[config.mk]
export PLATFORM = sky130hd
export DESIGN_NAME = fetch_unit
export DESIGN_NICKNAME = d
export VERILOG_FILES = /design/src/rtl/fetch_unit.sv
export SDC_FILE = /design/constraint.sdc
export NUM_CORES = 1
export LEC_CHECK = 0
export BUFFER_PORTS_ARGS = -buffer_cell sky130_fd_sc_hd__buf_2
export CAP_MARGIN = 40
export CORE_UTILIZATION = 39
export DETAILED_ROUTE_END_ITERATION = 8
export REMOVE_ABC_BUFFERS = 1
export SETUP_SLACK_MARGIN = 0.02
export SYNTH_ARGS = -nofsm -noshare
export SYNTH_HDL_FRONTEND = slang
export SYNTH_SLANG_ARGS = --single-unit
[constraint.sdc]
create_clock -name clk -period 13.4 [get_ports clk]
set_clock_uncertainty 0.05 [all_clocks]
set_input_delay 4.02 -clock clk [delete_from_list [all_inputs] [get_ports clk]]
set_output_delay 4.02 -clock clk [all_outputs]
set_load 0.02 [all_outputs]
[src/rtl/fetch_unit.sv]
// Instruction fetch front end: tracks fetch_pc, issues word requests, and queues ordered
// responses in a prefetch FIFO. Optional macro FETCH_NOP_FILL_EN drives a NOP on inst_o when idle.
module fetch_unit #(
  parameter logic [31:0] RESET_PC   = 32'h0000_0000,
  parameter int          FIFO_DEPTH = 2
) (
  input  logic        clk,
  input  logic        rst,
  input  logic        pc_sel_i,
  input  logic [31:0] target_i,
  output logic        imem_req_o,
  output logic [31:0] imem_addr_o,
  input  logic        imem_gnt_i,
  input  logic        imem_rvalid_i,
  input  logic [31:0] imem_rdata_i,
  output logic [31:0] inst_o,
  output logic [31:0] pc_o,
  output logic        inst_valid_o,
  input  logic        inst_ready_i
);

  localparam int PW = $clog2(FIFO_DEPTH);
  // Room for FIFO_DEPTH outstanding plus FIFO_DEPTH discards, with headroom.
  localparam int CW = $clog2(FIFO_DEPTH) + 2;
  localparam logic [CW-1:0] DEPTH_C = CW'(FIFO_DEPTH);

  logic [31:0]   fetch_pc;
  logic [CW-1:0] occ;
  logic [CW-1:0] outstanding;
  logic [CW-1:0] discard_cnt;
  logic [PW-1:0] rd_ptr;
  logic [PW-1:0] wr_ptr;
  logic [31:0]   last_pc;
  logic [31:0]   last_inst;
  logic [31:0]   fifo_pc   [FIFO_DEPTH];
  logic [31:0]   fifo_inst [FIFO_DEPTH];

  logic          grant;
  logic          resp_live;
  logic          resp_drop;
  logic          resp_any;
  logic          push;
  logic          pop;
  logic [31:0]   resp_pc;
  logic [31:0]   head_pc;
  logic [31:0]   head_inst;
  logic          unused_tgt_bits;

  assign unused_tgt_bits = ^target_i[1:0];

  // A slot is reserved per request, so requests stop once FIFO plus live requests fill it.
  assign imem_req_o  = !rst && !pc_sel_i && ((occ + outstanding) < DEPTH_C);
  assign imem_addr_o = fetch_pc;
  assign grant       = imem_req_o && imem_gnt_i;

  // Responses with nothing live outstanding are leftovers from before a reset.
  assign resp_drop = imem_rvalid_i && (discard_cnt != '0);
  assign resp_live = imem_rvalid_i && (discard_cnt == '0) && (outstanding != '0);
  assign resp_any  = imem_rvalid_i && ((discard_cnt != '0) || (outstanding != '0));
  assign push      = resp_live && !pc_sel_i && !rst;

  // Live requests are consecutive words ending just below fetch_pc; the oldest answers first.
  assign resp_pc   = fetch_pc - (32'(outstanding) << 2);

  assign head_pc      = fifo_pc[rd_ptr];
  assign head_inst    = fifo_inst[rd_ptr];
  assign inst_valid_o = !rst && (occ != '0);
  assign pop          = inst_valid_o && inst_ready_i && !pc_sel_i;

  assign pc_o = rst ? RESET_PC : (inst_valid_o ? head_pc : last_pc);

`ifdef FETCH_NOP_FILL_EN
  localparam logic [31:0] NOP = 32'h0000_0013;
  assign inst_o = inst_valid_o ? head_inst : NOP;
`else
  assign inst_o = inst_valid_o ? head_inst : (rst ? 32'h0 : last_inst);
`endif

  always_ff @(posedge clk) begin
    if (rst) begin
      fetch_pc    <= RESET_PC;
      occ         <= '0;
      outstanding <= '0;
      discard_cnt <= '0;
      rd_ptr      <= '0;
      wr_ptr      <= '0;
      last_pc     <= RESET_PC;
      last_inst   <= 32'h0;
    end else if (pc_sel_i) begin
      // Redirect: every live request becomes a discard, minus one answered this cycle.
      fetch_pc    <= {target_i[31:2], 2'b00};
      occ         <= '0;
      outstanding <= '0;
      rd_ptr      <= '0;
      wr_ptr      <= '0;
      discard_cnt <= discard_cnt + outstanding - CW'(resp_any);
    end else begin
      if (grant) begin
        fetch_pc <= fetch_pc + 32'd4;
      end
      outstanding <= outstanding + CW'(grant) - CW'(resp_live);
      if (resp_drop) begin
        discard_cnt <= discard_cnt - 1'b1;
      end
      occ <= occ + CW'(push) - CW'(pop);
      if (push) begin
        wr_ptr <= wr_ptr + 1'b1;
      end
      if (pop) begin
        rd_ptr    <= rd_ptr + 1'b1;
        last_pc   <= head_pc;
        last_inst <= head_inst;
      end
    end
  end

  // FIFO storage carries no reset; occupancy alone qualifies it.
  always_ff @(posedge clk) begin
    if (push) begin
      fifo_pc[wr_ptr]   <= resp_pc;
      fifo_inst[wr_ptr] <= imem_rdata_i;
    end
  end

endmodule
==> impl_metrics.ini <==
[global_route]
grt_usage_pct = 16.6
grt_use_met2_pct = 27.3
met3_usage_pct = 3.30
grt_pass1_vias = 6762
grt_first_pass_wirelength_um = 35700
grt_overflow_total = 0
grt_max_degree = 71
grt.met1_usage_pct = 22.4
gr-max-usage-layer = met2
antenna_found_initial = 0

[placed_design]
routabilityCongestion = 0.788
placedCellCount = 1367
dp_hpwl_um = 14900
portBuffers = 161
dpl_cell_area_um2 = 11400

[setup_path]
cpMostUsedCell = buf_4
reg2reg_from = outstanding[1]
crit_end = inst_valid_o
reg2reg_slack_ns = 9.75
crit_type = in -> out
cp-start-kind = input port
critPathArrivalTime_ns = 5.69
r2r_cells = 13
crit_slowest_cell = buf_4
crit_required_ns = 9.33
rr_endpoint = outstanding[2]
cp_max_fo = 65
cp_cell_sequence = buf_4, buf_4, clkinv_1, and2_1, buf_2
cp_slowest_stage_delay_ns = 0.67
crit_start = rst
critPathCaptureType = output port

[drt]
drc = 0
routed_wl_um = 22800
firstDrtPassIters = 6
via_per_inst = 5.16
avgRoutedWirePerCell_um = 16.1
drtIter0Drc = 419
ant_nets = 0
num_vias = 7307

[cells_and_area]
instances_no_fill = 1415
antenna_cells = 0
multiInputGateArea_um2 = 4130
ff_latch_area_um2 = 5810
final_layout_size_suffix_gt1_share_pct = 21.1
design_area_um2 = 12300
fin_nets = 1148
syn2layout_area_growth_pct = 18.3
n_fill_cell = 2428

[timing]
worst_pin_slew_ns = 0.764
post-route-period-util_pct = 72.8
rsz0062_at_grt = false
relSlewSlack_pct = 48.9
fmax_mhz = 103
timing.final.max_slew_violations = 0
hold_viol_final = 0
setup_viol = 0
period_minus_slack_ns = 9.76
tns_ns = 0

[yosys]
yosysWarnings = 0
yosysSeqAreaShare_pct = 56.0
synth_top_family_by_area = simple AND/OR/NAND/NOR gates
muxShareOfSynthArea_pct = 5.98
synth_compound_gate_area_share_pct = 13.0
ys_seq_elements = 228
synth_edf_count = 124
synth-async-reset-ratio_pct = 0
yosysUniqueCellTypes = 56
syn_area_per_cell_um2 = 11.0
synthAdderAreaFrac_pct = 2.53
netlist_area_um2 = 10400
synth_ff_type = edfxtp_1
yosys.area_share.xor_xnor_pct = 4.54
synth_simple_gate_area_share_pct = 13.5
syn_inst = 940

[clocking]
post-cts-setup-buffers = 0
cts_hold_buf = 0
cts_buffers = 26
insertion_delay_ns = 0.52
cts_root_buf = clkbuf_16
htree_num_levels = 1
clk_pin_slew_worst_paths_ns = 0.05
clock-sinks = 228
cts.path.max_buffers = 3
post_cts_resized = 0
cts_tree = yes

[pwr]
power.density_nw_per_um2 = 132
power.leakage_nw = 4.28
power.total_mw = 1.62
ir_drop_mv = 0.0845

[floorplan]
initial_utilization_pct = 39.8
core_region_area_um2 = 26100
dieArea_um2 = 27300
die_h_um = 165
die_x_um = 165
rows = 59
io_pins = 168

[outcome]
status = completed

[run]
cap_violations = 0

[min_path]
hold_class = reg -> reg
-- cell usage after synthesis (2+ instances only) --
library cell | number | share of area (%)
edfxtp_1 | 124 | 36
nor2_1 | 120 | 4.3
a211oi_1 | 104 | 7.5
dfxtp_1 | 104 | 20
mux2i_1 | 62 | 6.0
o21ai_0 | 55 | 2.7
clkbuf_1 | 54 | 2.0
nand3_1 | 48 | 2.3
xnor2_1 | 35 | 3.0
nand2_1 | 28 | 1.0
inv_1 | 21 | 0.76
a21oi_1 | 18 | 0.87
nor3_1 | 18 | 0.87
xor2_1 | 16 | 1.4
buf_1 | 13 | 0.47
ha_1 | 13 | 1.6
and3_1 | 10 | 0.60
buf_2 | 9 | 0.43
and2_1 | 7 | 0.42
nor4_1 | 7 | 0.42
a311oi_1 | 6 | 0.51
fa_1 | 5 | 0.96
nor4_4 | 5 | 1.0
and4_1 | 4 | 0.34
buf_4 | 4 | 0.29
nand4_1 | 4 | 0.24
nor4_2 | 4 | 0.48
or4_1 | 4 | 0.29
nor2b_1 | 3 | 0.18
a2111oi_0 | 2 | 0.17
a22oi_1 | 2 | 0.14
buf_6 | 2 | 0.22
clkinv_1 | 2 | 0.072
nand2b_1 | 2 | 0.12
nor4b_2 | 2 | 0.29
o2111a_1 | 2 | 0.22
o22ai_1 | 2 | 0.12
-- worst min-delay path by stage --
| stage | start | end | slack [ns] | cells past startpoint |
|---|---|---|---|---|
| after detailed placement | last_pc[3] | last_pc[3] | 0.41 | 2 |
| after floorplan | last_inst[31] | last_inst[31] | 0.39 | 2 |
| final | last_pc[19] | last_pc[19] | 0.42 | 2 |
| after CTS | last_pc[3] | last_pc[3] | 0.43 | 2 |
| after global placement | last_pc[19] | last_pc[19] | 0.40 | 2 |
| after global routing | last_pc[22] | last_pc[22] | 0.44 | 2 |
-- cells by family after synthesis --
family | Yosys count
flip-flops | 228
XOR/XNOR | 52
AND/OR/NAND/NOR | 272
multiplexers | 62
other | 1
AO/OA/AOI/OAI | 199
adder cells (fa/ha/maj) | 18
buffers and inverters | 108
-- routing by layer --
layer  share of wire (%)  vias to the layer above
li1                    -                     3687
met1                  46                     3420
met2                  46                      170
met3                 5.9                       30
met4                 1.5                        0
met5                   0                        -
-- cells in the final DEF, fill, tap and decap left out, drive strengths merged, types with 13 or more instances in the layout --
| cell | n |
|---|---|
| a211oi | 105 |
| a21oi | 18 |
| buf | 172 |
| clkbuf | 39 |
| dfxtp | 104 |
| edfxtp | 124 |
| ha | 13 |
| inv | 23 |
| mux2i | 62 |
| nand2 | 28 |
| nand3 | 48 |
| nor2 | 121 |
| nor3 | 18 |
| nor4 | 16 |
| o21ai | 55 |
| xnor2 | 35 |
| xor2 | 16 |
-- power by group --
group	leakage, nW	internal [mW]	switching [mW]
clock network	0.421	0.442	0.268
logic	1.89	0.0547	0.0809
registers	1.97	0.752	0.0176
total	4.28	1.25	0.366
-- final cells by class --
cell class,instances,area share [%]
repair buffers,172,7.67
clock inverters,9,0.938
clock buffers,39,6.12
multi-input cells,607,33.7
inverters,25,0.806
flip-flops and latches,228,47.4
well taps,335,3.42
-- state kept, by name (all words and copies together) (netlist names), named ones only --
signal and flops:
last_inst 32, fifo_inst 64, imem_addr_o 30, occ 3, fifo_pc 60, rd_ptr 1, outstanding 3, last_pc 30
wr_ptr 1, discard_cnt 3
-- metrics by stage --
step / hold WS [ns] / setup WS (ns) / utilization, %
after floorplan: 0.395 / 4.18 / -
after global placement: 0.403 / 3.62 / 43.4
after detailed placement: 0.412 / 3.60 / 43.8
after CTS: 0.425 / 3.60 / 47.1
after global routing: 0.443 / 3.45 / 47.1
final: 0.418 / 3.64 / 47.1
-- critical path: cells and delay by family --
family        cells  cell delay (ns)
buf+inv           4             1.46
simple gates      1             0.17
Power figures use the tool's default switching activity.
